===== config.mk =====
export PLATFORM = sky130hd
export DESIGN_NAME = regfile_wr_arbiter
export DESIGN_NICKNAME = d
export VERILOG_FILES = /design/src/rtl/regfile_wr_arbiter.sv
export SDC_FILE = /design/constraint.sdc
export NUM_CORES = 1
export LEC_CHECK = 0
export BUFFER_PORTS_ARGS = -buffer_cell sky130_fd_sc_hd__clkbuf_2
export CAP_MARGIN = 40
export CORE_MARGIN = 2
export CORE_UTILIZATION = 35
export CTS_CLUSTER_DIAMETER = 150
export CTS_CLUSTER_SIZE = 12
export DETAILED_ROUTE_END_ITERATION = 10
export GPL_TIMING_DRIVEN = 0
export MAX_ROUTING_LAYER = met4
export PLACE_DENSITY = 0.69
export RECOVER_POWER = 25
export REMOVE_ABC_BUFFERS = 1
export SLEW_MARGIN = 0
export SYNTH_ARGS = -nofsm -noshare
export SYNTH_HDL_FRONTEND = slang
export SYNTH_SLANG_ARGS = --single-unit
export TNS_END_PERCENT = 5

===== constraint.sdc =====
create_clock -name clk -period 5.31 [get_ports clk]
set_input_delay 1.593 -clock clk [delete_from_list [all_inputs] [get_ports clk]]
set_output_delay 1.593 -clock clk [all_outputs]
set_load 0.005 [all_outputs]

===== src/rtl/regfile_wr_arbiter.sv =====
`default_nettype none
// ============================================================================
// Module   : regfile_wr_arbiter
// Purpose  : Sole owner of the register-file write port. After reset it
//            sweeps zeros into every register. It then shares the port
//            between NUM_REQ requesters using round-robin arbitration with a
//            valid/ready handshake. All write controls come from registers.
// Ports    : clk, rst_n            - clock, asynchronous active-low reset
//            req_valid/addr/data   - packed per-requester write requests
//            req_ready             - one-hot accept (combinational)
//            wr_en/wr_addr/wr_data - registered register-file write port
//            grant_id              - requester owning the current wr_* write
//            init_done             - set once the zero sweep has finished
// Revision : 1.0 - initial release
// ============================================================================
module regfile_wr_arbiter #(
    parameter int NUM_REQ      = 4,
    parameter int WIDTH_ADDR   = 5,
    parameter int WIDTH_DATA   = 32,
    parameter int PROTECT_ZERO = 1
) (
    input  logic                                           clk,
    input  logic                                           rst_n,
    input  logic [NUM_REQ-1:0]                             req_valid,
    input  logic [NUM_REQ*WIDTH_ADDR-1:0]                  req_addr,
    input  logic [NUM_REQ*WIDTH_DATA-1:0]                  req_data,
    output logic [NUM_REQ-1:0]                             req_ready,
    output logic                                           wr_en,
    output logic [WIDTH_ADDR-1:0]                          wr_addr,
    output logic [WIDTH_DATA-1:0]                          wr_data,
    output logic [(NUM_REQ > 1 ? $clog2(NUM_REQ) : 1)-1:0] grant_id,
    output logic                                           init_done
);

    localparam int c_GW = (NUM_REQ > 1) ? $clog2(NUM_REQ) : 1;

    localparam logic [0:0] c_ST_INIT = 1'b0;
    localparam logic [0:0] c_ST_RUN  = 1'b1;

    logic [0:0]            r_state;
    logic [WIDTH_ADDR-1:0] r_init_cnt;
    logic [c_GW-1:0]       r_rr_ptr;
    logic                  r_wr_en;
    logic [WIDTH_ADDR-1:0] r_wr_addr;
    logic [WIDTH_DATA-1:0] r_wr_data;
    logic [c_GW-1:0]       r_grant_id;
    logic                  r_init_done;

    logic                  w_any;
    logic [c_GW-1:0]       w_idx;
    logic [c_GW-1:0]       w_grant;
    logic [c_GW-1:0]       w_next_ptr;
    logic [NUM_REQ-1:0]    w_onehot;
    logic [WIDTH_ADDR-1:0] w_grant_addr;
    logic [WIDTH_DATA-1:0] w_grant_data;
    logic                  w_drop_zero;

    assign w_any = |req_valid;

    // Scan from the farthest position back toward rr_ptr, so the last hit
    // (the one nearest rr_ptr) wins the grant.
    always_comb begin
        w_grant = '0;
        w_idx   = '0;
        for (int k = NUM_REQ - 1; k >= 0; k--) begin
            w_idx = c_GW'((int'(r_rr_ptr) + k) % NUM_REQ);
            if (req_valid[w_idx]) begin
                w_grant = w_idx;
            end
        end
    end

    always_comb begin
        w_onehot          = '0;
        w_onehot[w_grant] = 1'b1;
    end

    assign w_next_ptr   = (w_grant == c_GW'(NUM_REQ - 1)) ? '0 : w_grant + 1'b1;
    assign w_grant_addr = req_addr[int'(w_grant)*WIDTH_ADDR +: WIDTH_ADDR];
    assign w_grant_data = req_data[int'(w_grant)*WIDTH_DATA +: WIDTH_DATA];

    // When address 0 is protected, the write is accepted (ready pulses) but
    // never reaches the register file.
    assign w_drop_zero  = (PROTECT_ZERO != 0) && (w_grant_addr == '0);

    assign req_ready = ((r_state == c_ST_RUN) && w_any) ? w_onehot : '0;

    always_ff @(posedge clk or negedge rst_n) begin
        if (!rst_n) begin
            r_state     <= c_ST_INIT;
            r_init_cnt  <= '0;
            r_rr_ptr    <= '0;
            r_wr_en     <= 1'b0;
            r_wr_addr   <= '0;
            r_wr_data   <= '0;
            r_grant_id  <= '0;
            r_init_done <= 1'b0;
        end else begin
            case (r_state)
                c_ST_INIT: begin
                    r_wr_en    <= 1'b1;
                    r_wr_addr  <= r_init_cnt;
                    r_wr_data  <= '0;
                    r_init_cnt <= r_init_cnt + 1'b1;
                    if (r_init_cnt == {WIDTH_ADDR{1'b1}}) begin
                        r_state     <= c_ST_RUN;
                        r_init_done <= 1'b1;
                    end
                end
                c_ST_RUN: begin
                    if (w_any) begin
                        r_wr_en    <= ~w_drop_zero;
                        r_wr_addr  <= w_grant_addr;
                        r_wr_data  <= w_grant_data;
                        r_grant_id <= w_grant;
                        r_rr_ptr   <= w_next_ptr;
                    end else begin
                        r_wr_en <= 1'b0;
                    end
                end
                default: begin
                    r_state <= c_ST_INIT;
                end
            endcase
        end
    end

    assign wr_en     = r_wr_en;
    assign wr_addr   = r_wr_addr;
    assign wr_data   = r_wr_data;
    assign grant_id  = r_grant_id;
    assign init_done = r_init_done;

endmodule
`default_nettype wire


# Word-level counts from Yosys, hierarchy flattened

Cells that the tools add are included.

Input bits: 154
Logic and storage cells: 57
Register bits after elaboration: 49
Output and inout port bits: 45

Magnitude comparators: 6
Multiplexer cells: 24
Eq/ne operators: 3
Shift operators: 2
Bitwise logic cells: 2
Add/sub/neg operators: 5
Multiply operators: 1
Reductions and logical operators: 6

Operators with widths:

| cell                | number |
|---|---|
| $shiftx 128x8->32   | 1 |
| $pmux 32 s2         | 1 |
| $mux 32             | 1 |
| $shiftx 20x6->5     | 1 |
| $lt 2x3->1 const B  | 5 |
| $mux 2              | 5 |
| $pmux 5 s2          | 1 |
| $bmux 1 s2          | 4 |
| $mux 1              | 8 |
| $add 5x1->5 const B | 1 |
| $eq 5x5->1 const B  | 1 |
| $logic_not 5->1     | 1 |
| $mul 2x3->5 const B | 1 |
| $mux 5              | 1 |
| $add 2x1->2 const B | 2 |
| $add 2x2->2 const B | 2 |
| $mux 4              | 1 |
| $reduce_and 2->1    | 2 |
| $reduce_or 4->1     | 1 |
| $demux 1 s2         | 1 |
| $eq 2x2->1 const B  | 1 |
| $ge 2x1->1 const B  | 1 |
| $logic_and 1x1->1   | 2 |
| $ne 2x1->1 const B  | 1 |
| 2 further kinds     | 3 |

# Longest topological paths before layout

Gate-level depths: netlist of run 1.

Depth in word-level cells: 13
Mapped depth: 9
Mapped depth without buffers: 7

# Least setup slack after synthesis of run 1

OpenSTA, ideal clock, no wires.

Path kind: in2out
Start: input port req_valid[3]
End: output port req_ready[3]
Setup slack: 946 ps
Buffers on the path: 1
Stages: 6
Arrival: 2771 ps
Cell sequence: and3b_1 > o21a_1 > nor2_4 > buf_2 > ha_1 > and3_1

Cells in the longest elaborated chain, start to end: 11
Elaborated cells between the ends (all ways): 20
Those cells by class: order compare (2); mux (15); reduce/logical (3)

RTL lines:

| item                                                           | line | text |
|---|---|---|
| start, declared                                                | 24   | `input logic [NUM_REQ-1:0] req_valid,` |
| $bmux 1 s2                                                     | 67   | `if (req_valid[w_idx]) begin` |
| $mux 1 (not written as such)                                   | 67   |  |
| $mux 2 (3 in series)                                           | 67   |  |
| $mux 2 *                                                       | 67   |  |
| net w_grant[1]                                                 | 51   | `logic [c_GW-1:0] w_grant;` |
| $lt 2x3->1 (not written as such) or $ge 2x1->1 (tied branches) | 75   | `w_onehot[w_grant] = 1'b1;` |
| $logic_and 1x1->1 (not written as such)                        | 75   |  |
| $mux 1 (not written as such)                                   | 75   |  |
| $demux 1 s2 *                                                  | 75   |  |
| $mux 4 *                                                       | 86   | `assign req_ready = ((r_state == c_ST_RUN) && w_any) ? w_onehot : '0;` |
| end, declared                                                  | 27   | `output logic [NUM_REQ-1:0] req_ready,` |

Mark *: on every way through the listed nets, which the timed path passes. The rest lies on a longest branch. The select of a mux whose other input is x is not followed.

# Final worst setup path of run 1

Start: input port req_valid[3]
End: output port req_ready[0]

Cells in the longest elaborated chain, start to end: 11
Elaborated cells between the ends (all ways): 20
Those cells by class: order compare (2); mux (15); reduce/logical (3)

RTL lines:

| item                                                           | line |
|---|---|
| $bmux 1 s2                                                     | 67 |
| $mux 1 (not written as such)                                   | 67 |
| $mux 2 (4 in series)                                           | 67 |
| $lt 2x3->1 (not written as such) or $ge 2x1->1 (tied branches) | 75 |
| $logic_and 1x1->1 (not written as such)                        | 75 |
| $mux 1 (not written as such)                                   | 75 |
| $demux 1 s2                                                    | 75 |
| $mux 4 *                                                       | 86 |

Every way passes the cells marked *; elsewhere a longest branch is shown, timed or not. The select of a mux whose other input is x is not followed.

==> flow_summary.yaml, run 1 <==
critical_path:
  end_kind: "primary output"
  worstSetupPathType: "in -> out"
  critPathMaxFanout: 21
  critPathLaunchType: "primary input"
  cp.arrival_ps: 3520
  r2r_setup_slack_ps: 2530
  required_ps: 3720
sta:
  tns_ps: 0
  finalCritPeriodShare_pct: 96.25
  finalHoldViolCount: 0
  setup_viol: 0
  tightest_slew_ps: 1337
  rsz0062_at_grt: "no"
  slew_viol_final: 0
  skew_ps: 6.956
  hold_ws_ps: 485.1
  slew_headroom_pct: 10.88
  max_freq_mhz: 195.7
  fin_crit_ps: 5111
outcome:
  status: "completed"
route:
  vias_per_cell: 5.355
  routed_wl_um: 8856
  routed-via-count: 2822
  wl_per_cell_um: 16.80
  drtPass1Iterations: 4
  drcViolationCount: 0
  ant_nets: 0
  dr.first_iter.drc_count: 76
die:
  die_area_um2: 9213
  dieHeight_um: 95.99
  ios: 199
  start_util_pct: 36.04
  num_rows: 33
  core_um2: 8217
  die_x_um: 95.99
yosys:
  synth_warnings: 0
  synth-seq-cells: 49
  yosysTopAreaCellShare_pct: 41.40
  syn_area_um2: 2962
  ys.flop_type: "dfrtp_1"
  yosys-top-cells-area: "dfrtp_1, mux4_2, a22o_1"
  yosysTopAreaCell: "dfrtp_1"
  ys_async_sr_fraction_pct: 100.0
  avgSynthCellArea_um2: 12.99
  ys_seq_area_share_pct: 41.40
  postSynthCellCount: 228
  yosysUniqueCellTypes: 40
  synth_edf_count: 0
final_layout:
  fin_util_pct: 51.32
  drive_gt1_share_pct: 59.95
  antennaDiodeCount: 0
  final_nets: 581
  area_delta_synth_final_pct: 42.37
  stdcell_area_um2: 4217
cts:
  cts.clk_slew.worst_paths_ps: 90
  clkSinkCount: 49
  cts_hold_buf: 0
  cts_buffer_depth: 2
  cts_root_buf: "clkbuf_8"
  htree_levels: 2
  cts_made_buffers: 5
  clk_latency_ps: 300
  cts_tree: "yes"
grt:
  grt-ovfl-total: 0
  antenna_found_initial: 0
  grt_max_degree: 27
  grt_pass1_vias: 2758
  grt_first_pass_wirelength_um: 13550
  grt_use_total_pct: 19.75
power:
  switchingPower_mw: 0.5556
  switching_share_pct: 33.79
  seqPwrFrac_pct: 35.7
  leakagePower_nw: 2.193
  p_per_area_nw_per_um2: 390.0
  clockPowerShare_pct: 16.3
  p_comb_share_pct: 48.0
  vdd_drop_max_mv: 0.1427
  internal-power_mw: 1.089
  total_power_mw: 1.644
placed_design:
  dpl_cell_area_um2: 4111
  io_buffers: 198
  place_congestion: 0.8042
  dp_hpwl_um: 7337
min_path:
  hold_class: "reg -> reg"
flow_run:
  max_cap_viol_count: 0
worst max-delay path, stage by stage:
cell and delay, ps:
clkbuf_2 150, nand3b_1 140, o221ai_1 350, nor2_4 630, inv_1 180, ha_1 210, and3_1 160, clkbuf_2 110
routing by layer:
layer | share of wire (%) | GRT usage, % | vias up
met5 | 0 | - | -
met4 | 1.6 | 5.595 | 0
met3 | 5.5 | 3.446 | 13
met2 | 53 | 33.33 | 121
met1 | 40 | 24.41 | 1383
li1 | - | - | 1305
final cells by class:
cell class	instances	area (µm²)
timing repair buffer	204	1089
fill	763	4000
inverter	4	15.01
sequential	49	1226
tap	105	131.4
clock buffer	6	72.57
clock inverter	2	38.79
multi-input combinational	157	1644
cells by family (layout without fill, tap and decap cells):
kind of cell	count (synthesis)	in the layout	synth area share (%)
and+or+nand+nor	50	50	8.789
DFF	49	49	41.40
buffers and inverters	22	216	3.802
muxes	39	39	26.91
AOI/OAI and AO/OA	59	59	15.67
xor gates and xnor gates	3	3	0.8874
adders and majority gates	6	6	2.535
power groups by stage:
stage / clock, mW / sequential [mW] / combinational [mW]
after floorplan: 0 / 0.591 / 0.459
after global placement: 0 / 0.587 / 0.750
after detailed placement: 0 / 0.592 / 0.797
after CTS: 0.279 / 0.588 / 0.801
after global routing: 0.289 / 0.606 / 0.866
final: 0.268 / 0.587 / 0.789
cell usage in the layout (no fill, tap or decap), types with 2 or more instances in the layout:
cell type / n
a21o_1: 2
a21oi_1: 2
a22o_1: 32
a22oi_1: 2
a31oi_1: 5
and3_1: 6
buf_16: 2
clkbuf_1: 3
clkbuf_2: 197
clkbuf_8: 5
dfrtp_1: 49
ha_1: 6
inv_1: 3
mux2_2: 5
mux2i_1: 2
mux4_2: 32
nand2_1: 6
nand3_1: 20
nor2_1: 7
nor2_4: 2
o21ai_0: 8
xnor2_1: 3
state kept, by name, indices dropped and copies added (netlist names):
signal      cells
grant_id        2
init_done       1
r_init_cnt      5
r_rr_ptr        2
r_state         1
wr_addr         5
wr_data        32
wr_en           1
repair_timing:
item,CTS,global route
hold endpoints to repair,0,0
buffers inserted,0,0
resized for setup,1,0
endpoints found under the setup margin,2,0
synthesized netlist by cell type (2+ instances only):
master,number
dfrtp_1,49
a22o_1,32
mux4_2,32
nand3_1,20
clkbuf_1,10
nor2_1,9
o21ai_0,8
and3_1,6
ha_1,6
nand2_1,6
a31oi_1,5
mux2_2,5
buf_2,3
buf_6,3
inv_1,3
xnor2_1,3
a21o_1,2
a21oi_1,2
a22oi_1,2
mux2i_1,2
path summary, 6_finish.rpt:
check / cells after the start / end / start
setup reg to reg: 6 / wr_data[28]$_DFFE_PN0P_ / r_rr_ptr[1]$_DFFE_PN0P_
setup / recovery: 8 / req_ready[0] / req_valid[3]
max in group asynchronous: 2 / r_init_cnt[0]$_DFFE_PN0N_ / rst_n
min in group asynchronous: 1 / wr_data[6]$_DFFE_PN0P_ / rst_n
hold reg to reg: 1 / init_done$_DFFE_PN0P_ / init_done$_DFFE_PN0P_
hold / removal: 1 / init_done$_DFFE_PN0P_ / init_done$_DFFE_PN0P_
per-stage QoR:
step,cells,worst slack (ps)
final,527,199.3
after floorplan,210,378.7
after global routing,527,20.91
after global placement,513,-336.1
after detailed placement,519,-99.93
after CTS,527,218.7
(Power assumes the default switching activity.)
==> run 2, diff against run 1 <==
==> constraint.sdc (replaced) <==
create_clock -name clk -period 5.9 [get_ports clk]
set_input_delay 1.77 -clock clk [delete_from_list [all_inputs] [get_ports clk]]
set_output_delay 1.77 -clock clk [all_outputs]
set_load 0.005 [all_outputs]
==> flow_summary.yaml, run 2 (same netlist as run 1, synthesis figures left out) <==
outcome:
  status: "completed"
final_layout:
  fillers: 763
  drive_gt1_share_pct: 59.95
  final_cell_mix: "clkbuf_2, dfrtp_1, mux4_2, a22o_1, nand3_1"
  final_nets: 581
  antennaDiodeCount: 0
  multi_input_area_um2: 1644
  seq_area_um2: 1226
  final_common_cell: "clkbuf_2"
  largest_reg_flops: 32
  fin_util_pct: 51.32
  area_delta_synth_final_pct: 42.37
grt:
  grt_use_total_pct: 19.63
  grt_pass1_vias: 2745
  grt_max_degree: 27
  grt-ovfl-total: 0
  grt_first_pass_wirelength_um: 13480
  antenna_found_initial: 0
route:
  wl_per_cell_um: 16.80
  ant_nets: 0
  vias_per_cell: 5.389
  routed_wl_um: 8854
  wl_met2_um: 4711
  wl_met1_um: 3451
  wl_met3_um: 526
  dr.first_iter.drc_count: 80
  route.top_layer_used: "met4"
  drtPass1Iterations: 4
  drcViolationCount: 0
  routed-via-count: 2840
cts:
  cts.clk_slew.worst_paths_ps: 90
  cts_made_buffers: 5
  clk_latency_ps: 300
  cts_tree: "yes"
  cts_setup_buffers: 0
  cts_hold_buf: 0
  clkSinkCount: 49
  htree_levels: 2
  cts_buffer_depth: 2
  cts_resized: 0
  cts_root_buf: "clkbuf_8"
power:
  vdd_drop_max_mv: 0.1284
  leakagePower_nw: 2.193
  p_per_area_nw_per_um2: 350.5
critical_path:
  crit_slowest_cell: "nor2_4"
  crit_buf_inv: 3
  worst_path_most_repeated_cell: "clkbuf_2"
  critPathTopFamily: "simple AND/OR/NAND/NOR gates"
  worstSetupPathType: "in -> out"
  critPathMaxStageDelay_ps: 620
  critPathLaunchType: "primary input"
  crit_chain: "clkbuf_2 -> nand3b_1 -> o221ai_1 -> nor2_4 -> inv_1 -> ha_1 -> and3_1 -> clkbuf_2"
  critPathMaxFanout: 21
  cp.arrival_ps: 3670
  end_kind: "primary output"
  required_ps: 4130
die:
  dieHeight_um: 95.99
  core_um2: 8217
  start_util_pct: 36.04
  num_rows: 33
  die_area_um2: 9213
  ios: 199
  die_x_um: 95.99
placed_design:
  dp_hpwl_um: 7337
  io_buffers: 198
  place_congestion: 0.8042
  place_ws_ps: 136.1
sta:
  slew_headroom_pct: 10.88
  fin_crit_ps: 5440
  slew_viol_final: 0
  finalCritPeriodShare_pct: 92.20
  max_freq_mhz: 183.8
  finalHoldViolCount: 0
  skew_ps: 7.559
  layout_setup_ws_ps: 460.1
  rsz0062_at_grt: "no"
  tightest_slew_ps: 1337
  setup_viol: 0
flow_run:
  max_cap_viol_count: 0
min_path:
  hold_class: "reg -> reg"
[run 2: cell counts in the layout (fill, tap and decap cells not counted)]
No cell type changed its count.
[run 2: final cells by class]
| class | count | share of cell area, % |
|---|---|---|
| timing repair buffer | 204 | 25.82 |
| clock buffer | 6 | 1.721 |
| multi-input combinational | 157 | 38.99 |
| inverter | 4 | 0.3561 |
| sequential | 49 | 29.08 |
| tap | 105 | 3.116 |
| clock inverter | 2 | 0.9199 |
[run 2: layer usage]
| metal | vias up | GRT usage (%) |
|---|---|---|
| met5 | - | - |
| met4 | 0 | 5.833 |
| met3 | 15 | 3.446 |
| met2 | 132 | 32.70 |
| met1 | 1389 | 24.51 |
| li1 | 1304 | - |
[run 2: final timing paths]
check / start / to / slack, ps / cells past startpoint
worst min-delay path: init_done$_DFFE_PN0P_ / init_done$_DFFE_PN0P_ / 490 / 1
max in group asynchronous: rst_n / grant_id[0]$_DFFE_PN0P_ / 2330 / 2
min in group asynchronous: rst_n / wr_data[6]$_DFFE_PN0P_ / 1750 / 1
worst max register to register: r_rr_ptr[1]$_DFFE_PN0P_ / wr_data[28]$_DFFE_PN0P_ / 3130 / 6
worst min register to register: init_done$_DFFE_PN0P_ / init_done$_DFFE_PN0P_ / 490 / 1
worst max-delay path: req_valid[3] / req_ready[0] / 460 / 8
[run 2: report_power, final]
group | leakage [nW] | switching (mW) | internal, mW
sequential | 0.577 | 0.0770 | 0.451
clock | 0.0554 | 0.113 | 0.127
combinational | 1.56 | 0.308 | 0.401
[run 2: metrics by stage]
stage          total power, mW  TNS (ps)  hold WS (ps)  instance area, µm²  std cells
2_1_floorplan           0.9454         0         451.0                2864        210
3_3_place_gp             1.203    -184.5         457.0                3986        513
3_5_place_dp             1.250         0         470.9                4111        519
4_1_cts                  1.495         0         492.7                4223        527
5_1_grt                  1.585         0         498.4                4217        527
6_report                 1.478         0         485.1                4217        527
==> run 3, diff against run 2 <==
==> constraint.sdc (replaced) <==
create_clock -name clk -period 5.9 [get_ports clk]
set_input_delay 0.59 -clock clk [delete_from_list [all_inputs] [get_ports clk]]
set_output_delay 0.59 -clock clk [all_outputs]
set_load 0.005 [all_outputs]
==> flow_summary.yaml, run 3 (same netlist as run 1, synthesis figures left out) <==
cts:
  cts_root_buf: "clkbuf_8"
  cts_buffer_depth: 2
  cts_setup_buffers: 0
  cts_tree: "yes"
  clkSinkCount: 49
  cts.clk_slew.worst_paths_ps: 90
  clk_latency_ps: 300
  cts_made_buffers: 5
  cts_hold_buf: 0
  cts_resized: 0
  htree_levels: 2
critical_path:
  end_kind: "primary output"
  required_ps: 5310
  critPathLaunchType: "flop"
  critPathMaxFanout: 21
  worstSetupPathType: "reg -> out"
  cp.arrival_ps: 2930
grt:
  grt_util_met2_pct: 32.70
  grt_pass1_vias: 2745
  grt_use_total_pct: 19.63
  gr-usage-met3_pct: 3.446
  grtUsageMet1_pct: 24.51
  grt_first_pass_wirelength_um: 13480
  antenna_found_initial: 0
  grt-ovfl-total: 0
  grt_max_degree: 27
  top_usage_layer: "met2"
final_layout:
  largest_reg_flops: 32
  final_nets: 581
  antennaDiodeCount: 0
  stdcell_area_um2: 4205
  final_cell_mix: "clkbuf_2, dfrtp_1, mux4_2, a22o_1, nand3_1"
  final_common_cell: "clkbuf_2"
  drive_gt1_share_pct: 59.95
  area_delta_synth_final_pct: 41.99
  final_cells: 527
min_path:
  hold_class: "reg -> reg"
power:
  switchingPower_mw: 0.4950
  leakagePower_nw: 2.191
  vdd_drop_max_mv: 0.1284
  p_comb_share_pct: 47.9
  internal-power_mw: 0.9776
  seqPwrFrac_pct: 35.8
  p_per_area_nw_per_um2: 350.2
  total_power_mw: 1.473
  clockPowerShare_pct: 16.3
  switching_share_pct: 33.62
placed_design:
  place_congestion: 0.8042
  place_ws_ps: 2496
  dp_hpwl_um: 7337
  dpl_cell_area_um2: 4111
  io_buffers: 198
  dp.cells: 519
route:
  wl_per_cell_um: 16.78
  vias_per_cell: 5.378
  routed-via-count: 2834
  drtPass1Iterations: 4
  ant_nets: 0
  drcViolationCount: 0
  routed_wl_um: 8841
  dr.first_iter.drc_count: 78
die:
  die_area_um2: 9213
  ios: 199
  start_util_pct: 36.04
  core_um2: 8217
  dieHeight_um: 95.99
  num_rows: 33
  die_x_um: 95.99
sta:
  tightest_slew_ps: 1344
  finalHoldViolCount: 0
  max_freq_mhz: 284.4
  finalCritPeriodShare_pct: 59.60
  fin_crit_ps: 3516
  setup_viol: 0
  layout_setup_ws_ps: 2384
  slew_headroom_pct: 10.39
  slew_viol_final: 0
  skew_ps: 8.172
  tns_ps: 0
  rsz0062_at_grt: "no"
flow_run:
  max_cap_viol_count: 0
outcome:
  status: "completed"
==> run 3: changes by cell type in the layout (fill, tap and decap cells not counted) <==
cell      previous run  this run
a221oi_4             1         0
a221oi_2             0         1
==> run 3: area by class of cell <==
type | count | area (µm²)
clock inverter | 2 | 38.79
clock buffer | 6 | 72.57
sequential | 49 | 1226
fill | 764 | 4011
timing repair buffer | 204 | 1089
inverter | 4 | 15.01
tap | 105 | 131.4
multi-input combinational | 157 | 1633
==> run 3: final timing paths <==
kind | start | endpoint | slack [ps] | cells after the start
max | r_rr_ptr[1]$_DFFE_PN0P_ | req_ready[0] | 2380 | 6
max in group asynchronous | rst_n | r_init_cnt[0]$_DFFE_PN0N_ | 3480 | 2
min reg2reg | init_done$_DFFE_PN0P_ | init_done$_DFFE_PN0P_ | 490 | 1
max reg2reg | r_rr_ptr[1]$_DFFE_PN0P_ | wr_data[28]$_DFFE_PN0P_ | 2820 | 6
min in group asynchronous | rst_n | wr_data[6]$_DFFE_PN0P_ | 570 | 1
min | init_done$_DFFE_PN0P_ | init_done$_DFFE_PN0P_ | 490 | 1
==> run 3: power by group through the flow <==
stage                     clock network (mW)  registers, mW  logic [mW]
after global placement                     0          0.528       0.675
after floorplan                            0          0.532       0.413
final                                  0.240          0.527       0.705
after CTS                              0.251          0.528       0.716
after detailed placement                   0          0.533       0.718
after global routing                   0.260          0.544       0.775
==> run 3: routing by layer <==
metal | part of all wire, % | routed length [µm]
met5 | 0 | 0
met4 | 1.9 | 164
met3 | 6.4 | 564
met2 | 52 | 4630
met1 | 39 | 3482
==> run 3: critical path, cell delays in order, from the launching register on <==
cell	delay [ps]
dfrtp_1	480
mux2i_1	160
a221oi_2	850
inv_2	520
ha_1	340
and3_1	160
clkbuf_2	110
==> run 3: per-stage QoR <==
step / utilization, % / hold slack, ps
floorplan: - / 294.4
global placement: 48.52 / 457.0
detailed placement: 50.04 / 470.9
CTS: 51.39 / 321.2
global route: 51.18 / 498.4
finish: 51.18 / 485.1
